## src/rtl/bus_pkg.sv

```systemverilog
// Shared encodings for the CPU-side bus controller and its address decoder.
package bus_pkg;

  typedef enum logic [1:0] {
    ST_IDLE   = 2'd0,
    ST_ACCESS = 2'd1,
    ST_DONE   = 2'd2
  } state_e;

  typedef enum logic [1:0] {
    SEL_NONE = 2'd0,
    SEL_RAM  = 2'd1,
    SEL_IO   = 2'd2
  } sel_e;

  localparam logic [31:0] ERR_DATA = 32'hDEAD_BEEF;

endpackage

```

## src/rtl/bus_decode.sv

```systemverilog
// Combinational address decoder: maps a CPU byte address onto one slave select.
module bus_decode
  import bus_pkg::*;
#(
  parameter logic [31:0] MEM_TOP = 32'h0000_3000,
  parameter logic [31:0] IO_BASE = 32'hFFFF_0000
) (
  input  logic [31:0] addr_i,
  output sel_e        sel_o
);

  // RAM is checked first so an overlapping IO window can never shadow memory.
  always_comb begin
    sel_o = SEL_NONE;
    if (addr_i < MEM_TOP)                         sel_o = SEL_RAM;
    else if (addr_i[31:16] == IO_BASE[31:16])     sel_o = SEL_IO;
  end

endmodule

```

## src/rtl/bus_ctrl.sv

```systemverilog
// picorv32 native-bus controller: decodes to RAM/IO, registers the response and
// completes unmapped or stalled accesses with ERR_DATA plus a sticky error flag.
module bus_ctrl
  import bus_pkg::*;
#(
  parameter logic [31:0] MEM_TOP = 32'h0000_3000,
  parameter logic [31:0] IO_BASE = 32'hFFFF_0000,
  parameter int          TIMEOUT = 15
) (
  input  logic        clk,
  input  logic        reset,
  input  logic        mem_valid,
  output logic        mem_ready,
  input  logic        mem_instr,
  input  logic [3:0]  mem_wstrb,
  input  logic [31:0] mem_wdata,
  input  logic [31:0] mem_addr,
  output logic [31:0] mem_rdata,
  output logic        ram_enable,
  input  logic        ram_ready,
  input  logic [31:0] ram_rdata,
  output logic        io_enable,
  input  logic        io_ready,
  input  logic [31:0] io_rdata,
  input  logic        err_clr,
  output logic        bus_err,
  output logic [31:0] err_addr
);

  localparam int CW = $clog2(TIMEOUT + 1);
  localparam logic [CW-1:0] CNT_LAST = CW'(TIMEOUT - 1);
  localparam logic [CW-1:0] CNT_SAT  = {CW{1'b1}};

  state_e        state_q;
  sel_e          sel_q, sel_dec;
  logic [CW-1:0] cnt_q;
  logic          mem_ready_q, ram_en_q, io_en_q, bus_err_q;
  logic [31:0]   rdata_q, err_addr_q;
  logic          sel_ready, err_set;
  logic [31:0]   sel_rdata;

  // Write strobes/data and the fetch flag go straight to the slaves.
  logic unused_ok;
  assign unused_ok = ^{mem_instr, mem_wstrb, mem_wdata};

  bus_decode #(.MEM_TOP(MEM_TOP), .IO_BASE(IO_BASE)) u_dec (
    .addr_i (mem_addr),
    .sel_o  (sel_dec)
  );

  // Only the latched slave is listened to; the other one may be floating.
  always_comb begin
    sel_ready = 1'b0;
    sel_rdata = ram_rdata;
    case (sel_q)
      SEL_RAM: sel_ready = ram_ready;
      SEL_IO: begin
        sel_ready = io_ready;
        sel_rdata = io_rdata;
      end
      default: ;
    endcase
  end

  assign err_set = ((state_q == ST_IDLE) && mem_valid && (sel_dec == SEL_NONE)) ||
                   ((state_q == ST_ACCESS) && mem_valid && !sel_ready && (cnt_q == CNT_LAST));

  always_ff @(posedge clk) begin
    if (reset) begin
      state_q     <= ST_IDLE;
      sel_q       <= SEL_NONE;
      cnt_q       <= '0;
      mem_ready_q <= 1'b0;
      ram_en_q    <= 1'b0;
      io_en_q     <= 1'b0;
      rdata_q     <= '0;
      bus_err_q   <= 1'b0;
      err_addr_q  <= '0;
    end else begin
      mem_ready_q <= 1'b0;
      // A new error outranks a clear arriving in the same cycle.
      if (err_set) begin
        bus_err_q  <= 1'b1;
        err_addr_q <= mem_addr;
      end else if (err_clr) begin
        bus_err_q  <= 1'b0;
      end
      case (state_q)
        ST_IDLE: begin
          if (mem_valid) begin
            if (sel_dec == SEL_NONE) begin
              rdata_q     <= ERR_DATA;
              mem_ready_q <= 1'b1;
              state_q     <= ST_DONE;
            end else begin
              sel_q    <= sel_dec;
              cnt_q    <= '0;
              ram_en_q <= (sel_dec == SEL_RAM);
              io_en_q  <= (sel_dec == SEL_IO);
              state_q  <= ST_ACCESS;
            end
          end
        end
        ST_ACCESS: begin
          if (!mem_valid) begin
            ram_en_q <= 1'b0;
            io_en_q  <= 1'b0;
            state_q  <= ST_IDLE;
          end else if (sel_ready || (cnt_q == CNT_LAST)) begin
            rdata_q     <= sel_ready ? sel_rdata : ERR_DATA;
            mem_ready_q <= 1'b1;
            ram_en_q    <= 1'b0;
            io_en_q     <= 1'b0;
            state_q     <= ST_DONE;
          end else if (cnt_q != CNT_SAT) begin
            cnt_q <= cnt_q + 1'b1;
          end
        end
        ST_DONE: state_q <= ST_IDLE;
        default: state_q <= ST_IDLE;
      endcase
    end
  end

  assign mem_ready  = mem_ready_q;
  assign mem_rdata  = rdata_q;
  assign ram_enable = ram_en_q;
  assign io_enable  = io_en_q;
  assign bus_err    = bus_err_q;
  assign err_addr   = err_addr_q;

endmodule
```

## config.mk

```make
export PLATFORM = sky130hd
export DESIGN_NAME = bus_ctrl
export DESIGN_NICKNAME = d
export VERILOG_FILES = /design/src/rtl/bus_pkg.sv /design/src/rtl/bus_decode.sv /design/src/rtl/bus_ctrl.sv
export SDC_FILE = /design/constraint.sdc
export NUM_CORES = 1
export LEC_CHECK = 0
export ABC_CLOCK_PERIOD_IN_PS = 2550
export BUFFER_PORTS_ARGS = -buffer_cell sky130_fd_sc_hd__clkbuf_2
export CAP_MARGIN = 20
export CORE_MARGIN = 3
export CORE_UTILIZATION = 46
export DETAILED_ROUTE_END_ITERATION = 10
export HOLD_SLACK_MARGIN = 0.15
export PLACE_DENSITY = 0.81
export SLEW_MARGIN = 40
export SYNTH_ARGS = -nofsm -noshare
export SYNTH_HDL_FRONTEND = slang
export SYNTH_SLANG_ARGS = --single-unit
export TNS_END_PERCENT = 100
```

## constraint.sdc

```tcl
create_clock -name clk -period 2.55 [get_ports clk]
set_input_delay 0.1275 -clock clk [delete_from_list [all_inputs] [get_ports clk]]
set_output_delay 0.1275 -clock clk [all_outputs]
set_load 0.005 [all_outputs]
```

Word-level counts from Yosys, hierarchy flattened
Index checks and enable logic that the tools add are counted.
Word-level totals
  flip-flop bits (word level): 76
  bits of input ports: 139
  output and inout bits: 68
  logic and storage cells: 81
Operators by class
  add/subtract/negate cells: 1
  magnitude comparators: 1
  equality and inequality tests: 16
  multiplexer cells: 36
  bitwise operators: 1
  reduce and logical (&&, ||, !) cells: 17
Operator list (count)
  $mux 32: 6
  $pmux 32 s2: 1
  $lt 32x14->1 const B: 1
  $mux 4: 5
  $eq 16x16->1 const B: 1
  $mux 1: 12
  $mux 2: 6
  $ne 2x2->1 const B: 4
  $pmux 1 s2: 4
  $pmux 4 s2: 1
  $eq 2x1->1 const B: 3
  $ne 2x1->1 const B: 3
  $reduce_and 6->1: 1
  $logic_and 1x1->1: 5
  $reduce_and 5->1: 1
  $add 4x1->4 const B: 1
  $eq 2x2->1 const B: 2
  $eq 4x4->1 const B: 1
  $logic_not 2->1: 2
  $ne 4x4->1 const B: 1
  $pmux 2 s2: 1
  $reduce_and 4->1: 1
  $reduce_bool 2->1: 2
  $ne 3x2->1 const B: 1
  5 further kinds: 6

Longest topological paths before layout
Gate-level depths: netlist of run 1.
  word-level depth: 7
  gate-level depth with buffers: 10
  depth with buffers taken out: 7

Cells and area by module
A second synthesis of run 1 with hierarchy kept.
Unflattened totals
  cell total of the unflattened synthesis: 364
  area, all modules: 3606.0 µm²
By module, submodules not included
  bus_ctrl: times used 1, cells each 353, area each 3530.9 µm², sequential area each 1521.5 µm²
  bus_decode: times used 1, cells each 11, area each 75.1 µm², sequential area each 0.0 µm²

Worst setup path before layout of run 1
No wires, ideal clock.
  path kind: reg2reg
  from: reg sel_q[0]
  to: reg rdata_q[10], in the netlist mem_rdata[10]
  library setup time: 59 ps
  arrival: 1944 ps
  slack: 547 ps
  cell stages (with the launch flop): 11
  buffers on the path: 3
  period minus slack after synthesis: 2003 ps
  path through: dfxtp_1 > inv_1 > ha_1 > buf_2 > a22oi_1 > o21ai_0 > nand3_1 > clkbuf_1 > clkbuf_1 > nand4b_1 > nand2_1
On the way
  cells in the longest elaborated chain, start to end: 6
RTL lines
  from (decl): RTL line bus_ctrl.sv:35  | sel_e sel_q, sel_dec;
  from (signal assigned): RTL line bus_ctrl.sv:96  | sel_q <= sel_dec;
  $eq 2x2->1 / $eq 2x1->1 (equally long branches): RTL line bus_ctrl.sv:55  | case (sel_q)
  $pmux 1 s2 / $mux 32 (equally long branches): RTL line bus_ctrl.sv:55
  $mux 32: RTL line bus_ctrl.sv:110  | rdata_q <= sel_ready ? sel_rdata : ERR_DATA;
  $mux 32: RTL line bus_ctrl.sv:109  | end else if (sel_ready || (cnt_q == CNT_LAST)) begin
  $mux 32: RTL line bus_ctrl.sv:105  | if (!mem_valid) begin
  $pmux 32 s2: RTL line bus_ctrl.sv:88  | case (state_q)
  to (signal assigned): RTL line bus_ctrl.sv:110
  to (decl): RTL line bus_ctrl.sv:38  | logic [31:0] rdata_q, err_addr_q;
Several ways; a longest one is shown, not always the timed one. The select of a mux whose other input is x is not followed.
A chain may end at the register's enable or synchronous reset.

Worst setup path after layout of run 1
  from: in mem_addr[16]
  to: reg err_addr_q[19], in the netlist err_addr[19]
On the way
  cells in the longest elaborated chain, start to end: 6
RTL lines
  from (decl): RTL line bus_ctrl.sv:17  | input logic [31:0] mem_addr,
  parallel branches: the longest is 2 deep, another holds $lt 32x14->1
  $mux 2 (*): RTL line bus_decode.sv:15  | if (addr_i < MEM_TOP) sel_o = SEL_RAM;
  $logic_not 2->1 (*): RTL line bus_ctrl.sv:65  | assign err_set = ((state_q == ST_IDLE) && mem_valid && (sel_dec == SEL_NONE)) ||
  $logic_and 1x1->1 (*): RTL line bus_ctrl.sv:65
  $logic_or 1x1->1 (*): RTL line bus_ctrl.sv:65
  to (signal assigned): RTL line bus_ctrl.sv:84  | err_addr_q <= mem_addr;
  to (decl): RTL line bus_ctrl.sv:38
Mark *: on every way between the ends.

==> results of run 1 <==
## worst reg2reg max path, stage by stage, from the launching register on
cell and delay [ns]:
dfxtp_1 0.35, inv_1 0.05, ha_2 0.28, nor2_1 0.16, and2_2 0.57, o2111ai_1 0.21, a21oi_1 0.17
## power groups by stage
| stage | clock (mW) | sequential [mW] | combinational [mW] |
|---|---|---|---|
| detailed placement | 0 | 1.32 | 0.391 |
| global route | 0.922 | 1.30 | 0.478 |
| global placement | 0 | 1.32 | 0.380 |
| floorplan | 0 | 1.32 | 0.210 |
| CTS | 0.873 | 1.29 | 0.432 |
| finish | 0.843 | 1.29 | 0.435 |
## cells in the mapped netlist (all sizes together) (3+ instances only)
cell type / n
dfxtp: 76
o2111ai: 8
nand3: 12
mux2: 8
nand4b: 24
nor4: 5
nor3: 3
clkbuf: 30
ha: 4
inv: 3
nand4: 4
a221o: 24
nor2: 6
nand2b: 68
a21oi: 16
nor2b: 3
buf: 13
o21ai: 5
mux2i: 56
nand2: 31
## registers in the layout (all words and copies together) (netlist names), 2 cells and up
name / count
cnt_q: 4
err_addr: 32
mem_rdata: 32
sel_q: 2
state_q: 2
## final timing paths
path                              startpoint            to  slack, ns  cells after the start
worst min register to register  mem_rdata[4]  mem_rdata[4]       0.47                      2
worst min-delay path               mem_valid    state_q[0]       0.19                      3
worst max register to register      sel_q[0]  mem_rdata[8]       0.67                      6
worst max-delay path            mem_addr[16]  err_addr[19]       0.14                      8
## cell families after synthesis
family / count (synthesis) / share of synthesized area (%)
and+or+nand+nor: 162 / 24.4
adders and majority gates: 4 / 1.26
muxes: 64 / 16.4
buffers and inverters: 46 / 6.41
DFF: 76 / 38.4
AOI/OAI and AO/OA: 63 / 13.1
## final cells by class
class / instances / area (um2) / area share (%)
multi-input cells: 293 / 2210 / 41.4
flip-flops and latches: 76 / 1520 / 28.5
repair buffers: 212 / 1290 / 24.2
clock buffers: 11 / 131 / 2.46
well taps: 105 / 131 / 2.46
clock inverters: 3 / 40.0 / 0.751
inverters: 3 / 11.3 / 0.211
## per-layer routing
metal  vias to the layer above  global-route usage [%]  wire length (um)
met4                         0                    11.4               330
met1                      1748                    25.6              4260
met5                         -                       0                 0
met2                       143                    36.0              5380
met3                        31                    4.39               556
li1                       1869                       -                 -
## through the flow
stage	util, %	worst slack [ns]
2_1_floorplan	-	0.547
3_3_place_gp	58.1	0.361
3_5_place_dp	58.1	0.287
4_1_cts	64.1	0.0893
5_1_grt	64.2	0.0668
6_report	64.2	0.144
## layout by cell type (no fill, tap or decap), drive strengths merged, types with 2 or more instances in the layout
| cell | count |
|---|---|
| a21oi | 16 |
| a221o | 24 |
| a311oi | 2 |
| and2 | 2 |
| buf | 11 |
| clkbuf | 179 |
| clkinv | 2 |
| dfxtp | 76 |
| dlygate4sd3 | 33 |
| ha | 4 |
| inv | 3 |
| mux2 | 8 |
| mux2i | 56 |
| nand2 | 31 |
| nand2b | 68 |
| nand3 | 12 |
| nand4 | 4 |
| nand4b | 24 |
| nor2 | 6 |
| nor2b | 3 |
| nor3 | 3 |
| nor4 | 5 |
| o2111ai | 8 |
| o21ai | 5 |
## what timing repair did
item                                   in CTS  in global routing
endpoints found under the hold margin      33                  0
gates resized for setup                     0                  1
setup endpoints to repair                   0                  9
buffers inserted                            0                  0
hold buffers                               33                  0
==> impl_metrics.toml, run 1 <==
[worst_setup_path]
slowest_delay_ns = 0.55
crit_path_start_kind = "input port"
cp_max_fo = 26
crit_type = "input port to flip-flop"
cp.arrival_ns = 2.66
required_ns = 2.80
cp_cell_sequence = "dlygate4sd3_1 -> clkbuf_2 -> or4_4 -> a2111oi_4 -> a2111o_2 -> o31a_4 -> buf_12 -> mux2i_1"
critPathBufInv = 3
crit_slowest_cell = "dlygate4sd3_1"
critPathTopFamily = "buffers and inverters"
cp-end-kind = "flip-flop"

[cts]
cts_tree = "done"
insertion_delay_ns = 0.33
cts_num_sinks = 76
path_clk_slew_ns = 0.07
htreeDepth = 3
clockBufferDepth = 2
clockRootBuffer = "clkbuf_8"
cts_made_buffers = 9

[yosys]
synthArstFlopShare_pct = 0
yosys_warnings = 0
ys_ff_latch = 76
syn_area_per_cell_um2 = 9.55
syn_inst = 415
syn_area_um2 = 3970
ys_seq_area_share_pct = 38.4
syn_nets = 558
synthDistinctLibCells = 37
synth_edf_count = 0
synthTopCellsByArea = "dfxtp_1, mux2i_1, nand2b_1, a221o_1, nand4b_1"
synth_top_area_cell = "dfxtp_1"
synth_top_area_share_pct = 38.4
synth_top_flop_cell = "dfxtp_1"

[placement]
globalplace.congestion = 0.765
dpl_cell_area_um2 = 4820
dp.cells = 656
dp_hpwl_mm = 6.95
portBuffers = 169

[floorplanning]
dieWidth_um = 98.8
start_util_pct = 47.8
num_rows = 33
core-area_um2 = 8300
dieArea_um2 = 9770
die_height_um = 98.8
io_pins = 207

[cells_and_area]
instances_no_fill = 703
syn_to_final_growth_pct = 34.4
diodes = 0
drive_gt1_share_pct = 34.6
fin_nets = 738
nFillCells = 691
final_area_um2 = 5330

[pwr]
p_comb_share_pct = 16.9
switching_share_pct = 24.6
internal_power_mw = 1.94
clkPwrFrac_pct = 32.8
p_per_area_nw_per_um2 = 482
p_leak_nw = 2.41
p_total_mw = 2.57
ir_drop_mv = 0.321
p_sw_uw = 632
seqPwrFrac_pct = 50.3

[timing]
rsz0062_at_grt = "false"
period_needed_ns = 2.41
tns_ns = 0
fmaxAchievable_mhz = 416
fin_crit_sh_pct = 94.3
drv_slew = 0
setup_violations = 0
maxSlewHeadroom_pct = 57.1
finClkSkew_ns = 0.00790
hold_slack_ns = 0.194
worstMarginPinSlew_ns = 0.644
hold_viol = 0

[drt]
drt_iter0_drc = 147
drt.antenna.violating_nets = 0
first_pass_iters = 5
via_per_inst = 5.39
vias = 3791
wl_per_cell_um = 15.0
wl_mm = 10.5
drc = 0

[worst_hold_path]
holdCritPathClass = "input port to flip-flop"

[grt]
grt.total_usage_pct = 21.4
grt_antenna_before_repair = 0
grt_max_degree = 93
grt_pass1_vias = 3768
grt_overflow = 0
grt_pass1_wl_mm = 17.3

[outcome]
status = "complete, no violations"

[job]
drv_cap = 0
(Power assumes the default switching activity.)
==> run 2, diff against run 1 <==
Settings changed: ABC_AREA set to 1, SKIP_LAST_GASP set to 1.
==> run 2 against run 1 <==
Final cell count grew 26%. Synthesized area is 2.7% higher. Clock power rose by 22%. Utilization is 0.96 points higher. Clock skew increased by 0.0079 ns. Sequential power hardly changed. Final area up 3.0%. Sequential share of layout area decreased by 0.83 points. Global-route usage grew 0.92 points. Non-clock buffer count up 2. Critical path type unchanged. Critical endpoint is now mem_rdata[19]. Highest routed layer unchanged.
==> impl_metrics.toml, run 2 <==
[floorplanning]
die_height_um = 100
num_rows = 33
dieWidth_um = 100
io_pins = 207
dieArea_um2 = 10000
start_util_pct = 48.3
core-area_um2 = 8420

[timing]
fin_crit_sh_pct = 79.2
layout_setup_ws_ns = 0.529
drv_slew = 0
maxSlewHeadroom_pct = 59.2
setup_violations = 0
hold_viol = 0
tns_ns = 0
worstMarginPinSlew_ns = 0.611
fmaxAchievable_mhz = 495
finClkSkew_ns = 0.0158
period_needed_ns = 2.02
rsz0062_at_grt = "false"

[grt]
grt_pass1_wl_mm = 18.4
grt_overflow = 0
grt_max_degree = 66
grt_antenna_before_repair = 0
grt_pass1_vias = 4099
grt.total_usage_pct = 22.4

[worst_setup_path]
r2r_start = "state_q[0]"
required_ns = 2.78
critical_path.startpoint = "mem_addr[14]"
cp_max_fo = 27
cp_cell_sequence = "dlygate4sd3_1 -> clkbuf_2 -> nor2_1 -> nand2_1 -> nor2_2 -> nand3_2 -> nand3_4 -> nand2_2 -> buf_4 -> a21oi_1 -> nor2_1"
crit_path_start_kind = "input port"
cp-end-kind = "flip-flop"
crit_type = "input port to flip-flop"
critPathBufInv = 3
crit_slowest_cell = "dlygate4sd3_1"
cpMostUsedCell = "nor2_1"
critPathTopFamily = "buffers and inverters"
timing.reg2reg.setup_slack_ns = 0.72
slowest_delay_ns = 0.55
cp.arrival_ns = 2.25

[yosys]
ys_seq_area_share_pct = 37.4
synth_top_area_share_pct = 37.4
post-synth-top-count-cell = "nor2_1"
ys_ff_latch = 76
yosys_warnings = 0
synth_top_flop_cell = "dfxtp_1"
syn_area_um2 = 4070
synth_top_area_cell = "dfxtp_1"
ys_top_cells_by_count = "nor2_1, nand2_1, dfxtp_1"
synthDistinctLibCells = 28
syn_area_per_cell_um2 = 6.92
synth_edf_count = 0
synthTopCellsByArea = "dfxtp_1, nor2_1, nand2_1, nand3_1, a21oi_1"
synthArstFlopShare_pct = 0
syn_inst = 588
syn_nets = 731

[cells_and_area]
drive_gt1_share_pct = 30.0
nFillCells = 704
syn_to_final_growth_pct = 34.9
final_common_cell = "clkbuf_2"
fin_nets = 917
diodes = 0
most-common-layout-cells = "clkbuf_2, nor2_1, nand2_1, dfxtp_1, nand3_1"
instances_no_fill = 884

[pwr]
internal_power_mw = 2.10
p_sw_uw = 758
clkPwrFrac_pct = 36.1
p_per_area_nw_per_um2 = 521
p_comb_share_pct = 17.9
seqPwrFrac_pct = 46.0
switching_share_pct = 26.5
ir_drop_mv = 0.320
p_total_mw = 2.86
p_leak_nw = 2.79

[drt]
wl_per_cell_um = 12.9
drc = 0
vias = 4420
drt_iter0_drc = 151
via_per_inst = 5.00
wl_mm = 11.4
first_pass_iters = 5
drt.antenna.violating_nets = 0

[cts]
clockBufferDepth = 2
htreeDepth = 3
cts_made_buffers = 9
post_cts_buffers = 0
cts_num_sinks = 76
clockRootBuffer = "clkbuf_8"
path_clk_slew_ns = 0.08
insertion_delay_ns = 0.34
cts_tree = "done"

[worst_hold_path]
min_from = "ram_rdata[24]"
holdCritPathClass = "input port to flip-flop"

[job]
drv_cap = 0

[placement]
dp_hpwl_mm = 7.55
portBuffers = 169
place_ws_ns = 0.743
globalplace.congestion = 0.789
dp.cells = 831

[outcome]
status = "complete, no violations"
-- run 2: cell count changes after synthesis, moves of 24 or more --
cell	previous run	this run
clkbuf_1	30	6
a221o_1	24	0
mux2i_1	56	6
inv_1	3	56
nand2b_1	68	0
a21oi_1	16	68
nand4b_1	24	0
nand2_1	31	96
nand3_1	12	70
nor2_1	6	116
-- run 2: worst paths after layout --
check	to	cells after the start
worst max register to register	mem_rdata[19]	7
worst min register to register	ram_enable	2
worst min-delay path	mem_rdata[24]	5
worst max-delay path	mem_rdata[19]	11
-- run 2: worst min-delay path, cell delays in order --
cell      delay, ns
clkbuf_2       0.07
o211ai_1       0.08
nand3_1        0.09
nand2_1        0.05
nor2_1         0.07
-- run 2: cell type report --
class / instances / area (um2) / share of cell area [%]
clock inverter: 6 / 87.6 / 1.60
sequential: 76 / 1520 / 27.7
timing repair buffer: 214 / 1300 / 23.7
inverter: 59 / 221 / 4.03
multi-input combinational: 414 / 2090 / 38.1
clock buffer: 10 / 138 / 2.51
tap: 105 / 131 / 2.39
-- run 2: cells by family after synthesis --
logic type / after synthesis / share of synthesized area [%]
flops: 76 / 37.4
fa+ha+maj: 4 / 1.23
mux: 28 / 7.56
xor+xnor: 1 / 0.215
simple gates: 305 / 32.6
buf+inv: 98 / 11.3
compound gates: 76 / 9.68
-- run 2: timing repair --
action | CTS | global route
hold endpoints to repair | 43 | 0
gates resized for setup | 0 | 0
hold buffers | 37 | 0
-- run 2: metrics by stage --
step	util (%)	area (um2)	hold slack [ns]
final	65.2	5490	0.180
after CTS	65.2	5490	0.183
after global routing	65.2	5490	0.210
after detailed placement	58.1	4890	0.354
after floorplan	-	4070	0.259
after global placement	58.1	4890	0.347
-- run 2: power groups by stage --
stage	Combinational, mW	Sequential, mW	Clock, mW
final	0.511	1.32	1.03
after global routing	0.574	1.33	1.11
after CTS	0.505	1.31	1.06
after detailed placement	0.458	1.34	0
after global placement	0.445	1.34	0
after floorplan	0.250	1.35	0
-- run 2: routing by layer --
metal	vias to the layer above	part of all wire [%]	GRT usage, %	wire (um)
li1	2259	-	-	-
met1	1962	38	24.6	4340
met2	169	52	41.1	5930
met3	30	7.1	4.66	804
met4	0	2.7	9.84	309
met5	-	0	0	0
==> run 3, diff against run 2 <==
Settings changed: ABC_CLOCK_PERIOD_IN_PS 2550 to 1700, CORE_UTILIZATION 46 to 42, PLACE_DENSITY 0.81 to 0.78.
Clock period 2.55 ns to 1.7 ns, I/O delays scaled along.
==> run 3 against run 2 <==
Clock power is 48% higher. Register-to-register slack got worse by 0.69 ns. Final area up 9.0%. Count of clock-buffer cells in the layout did not move. Final cell count up 5.4%. Non-clock buffer count rose by 23. Utilization fell by 1.0 points. Sequential power grew 50%. Via count is 6.3% higher. Routed wire length is 17% higher. Critical endpoint is now err_addr[5]. Combinational power rose by 76%. Worst setup slack lost 0.49 ns.
==> impl_metrics.toml, run 3 (synthesis gave the netlist of run 2 again) <==
[drt]
drt_iter0_drc = 224
wl_mm = 13.3
wl_per_cell_um = 14.3
via_per_inst = 5.04
drc = 0
first_pass_iters = 5
drt.antenna.violating_nets = 0
vias = 4700

[worst_setup_path]
critical_path.startpoint = "state_q[0]"
cp-endpoint = "err_addr[5]"
r2r_cells = 5
cp_max_fo = 32
worstReg2RegEnd = "err_addr[5]"
crit_slowest_cell = "nor2_2"
crit_type = "flip-flop to flip-flop"
cp-end-kind = "flip-flop"
cp.arrival_ns = 1.90
slowest_delay_ns = 0.38
crit_path_start_kind = "flip-flop"
r2r_start = "state_q[0]"
timing.reg2reg.setup_slack_ns = 0.03
cp_cell_sequence = "nor2_2 -> nand4_4 -> clkbuf_16 -> a21oi_1 -> nor2_1"
required_ns = 1.94

[cells_and_area]
drive_gt1_share_pct = 33.6
diodes = 0
instances_no_fill = 932
final_area_um2 = 5980
post-route-util_pct = 64.1
fin_nets = 941
final_common_cell = "clkbuf_2"
most-common-layout-cells = "clkbuf_2, nor2_1, nand2_1, dfxtp_1, nand3_1"
syn_to_final_growth_pct = 47.0

[floorplanning]
num_rows = 35
dieWidth_um = 104
io_pins = 207
start_util_pct = 43.6
die_height_um = 104
dieArea_um2 = 10900
core-area_um2 = 9330

[grt]
grt_pass1_wl_mm = 19.7
grt_max_degree = 66
grt_antenna_before_repair = 0
grt.total_usage_pct = 21.4
grt_overflow = 0
grt_pass1_vias = 4194

[placement]
portBuffers = 169
dp_hpwl_mm = 7.54
place_ws_ns = 0.0133
dp.cells = 857
dpl_cell_area_um2 = 4980
globalplace.congestion = 0.785

[cts]
clockBufferDepth = 2
htreeDepth = 3
clockRootBuffer = "clkbuf_8"
path_clk_slew_ns = 0.09
cts_num_sinks = 76
insertion_delay_ns = 0.34
cts_tree = "done"
cts_made_buffers = 9

[timing]
setup_violations = 0
tns_ns = 0
finClkSkew_ns = 0.0135
maxSlewHeadroom_pct = 69.4
layout_setup_ws_ns = 0.0347
worstMarginPinSlew_ns = 0.459
fmaxAchievable_mhz = 601
fin_crit_sh_pct = 98.0
drv_slew = 0
period_needed_ns = 1.67
hold_viol = 0
rsz0062_at_grt = "true"
hold_slack_ns = 0.175

[job]
drv_cap = 0

[pwr]
p_total_mw = 4.40
ir_drop_mv = 0.465
p_leak_nw = 2.97
p_per_area_nw_per_um2 = 736

[worst_hold_path]
holdCritPathClass = "input port to flip-flop"

[outcome]
status = "complete, no violations"
-- run 3: cell types whose count changed in the layout (fill, tap and decap cells not counted), sizes merged --
cell,previous run,this run
dlygate4sd3,37,46
buf,8,16
clkbuf,179,185
clkinv,4,2
clkinvlp,0,2
nand3,74,75
-- run 3: worst min path at each step --
stage	startpoint	to	slack, ns	depth (start not counted)
6_report	io_rdata[8]	mem_rdata[8]	0.17	5
5_1_grt	io_rdata[8]	mem_rdata[8]	0.22	5
4_1_cts	io_rdata[8]	mem_rdata[8]	0.15	5
3_5_place_dp	mem_addr[10]	err_addr[10]	0.31	3
3_3_place_gp	mem_addr[3]	err_addr[3]	0.31	3
2_1_floorplan	mem_addr[0]	err_addr[0]	0.22	2
-- run 3: repair_timing --
| action | 4_1_cts | 5_1_grt |
|---|---|---|
| cloned | 0 | 8 |
| hold buffers | 46 | 0 |
| pin swaps | 0 | 5 |
| setup endpoints to repair | 8 | 70 |
| hold endpoints to repair | 52 | 0 |
| resized for setup | 1 | 32 |
| buffers inserted | 0 | 5 |
-- run 3: layer usage --
metal  vias up  global-route usage, %  routed length [um]
li1       2304                      -                   -
met3        25                   6.58                1280
met5         -                      0                   0
met2       264                   35.6                6640
met1      2107                   25.7                5120
met4         0                   8.64                 279
-- run 3: critical path: cells and delay by family, from the launching register on --
kind	cells	cell delay, ns
and+or+nand+nor	3	0.69
DFF	1	0.37
buffers and inverters	1	0.27
AOI/OAI and AO/OA	1	0.21
-- run 3: layout make-up --
cell class                 instances  area [um2]
clock buffer                      10         128
clock inverter                     6        88.8
fill                             752        3350
inverter                          59         229
multi-input combinational        415        2200
sequential                        76        1530
tap                              129         161
timing repair buffer             237        1650
-- run 3: power by group --
group          total, mW  leakage [nW]  internal [mW]  switching, mW
sequential          1.98         0.632           1.91         0.0726
clock               1.52         0.102          0.828          0.695
combinational      0.900          2.24          0.453          0.447
total               4.40          2.97           3.19           1.22
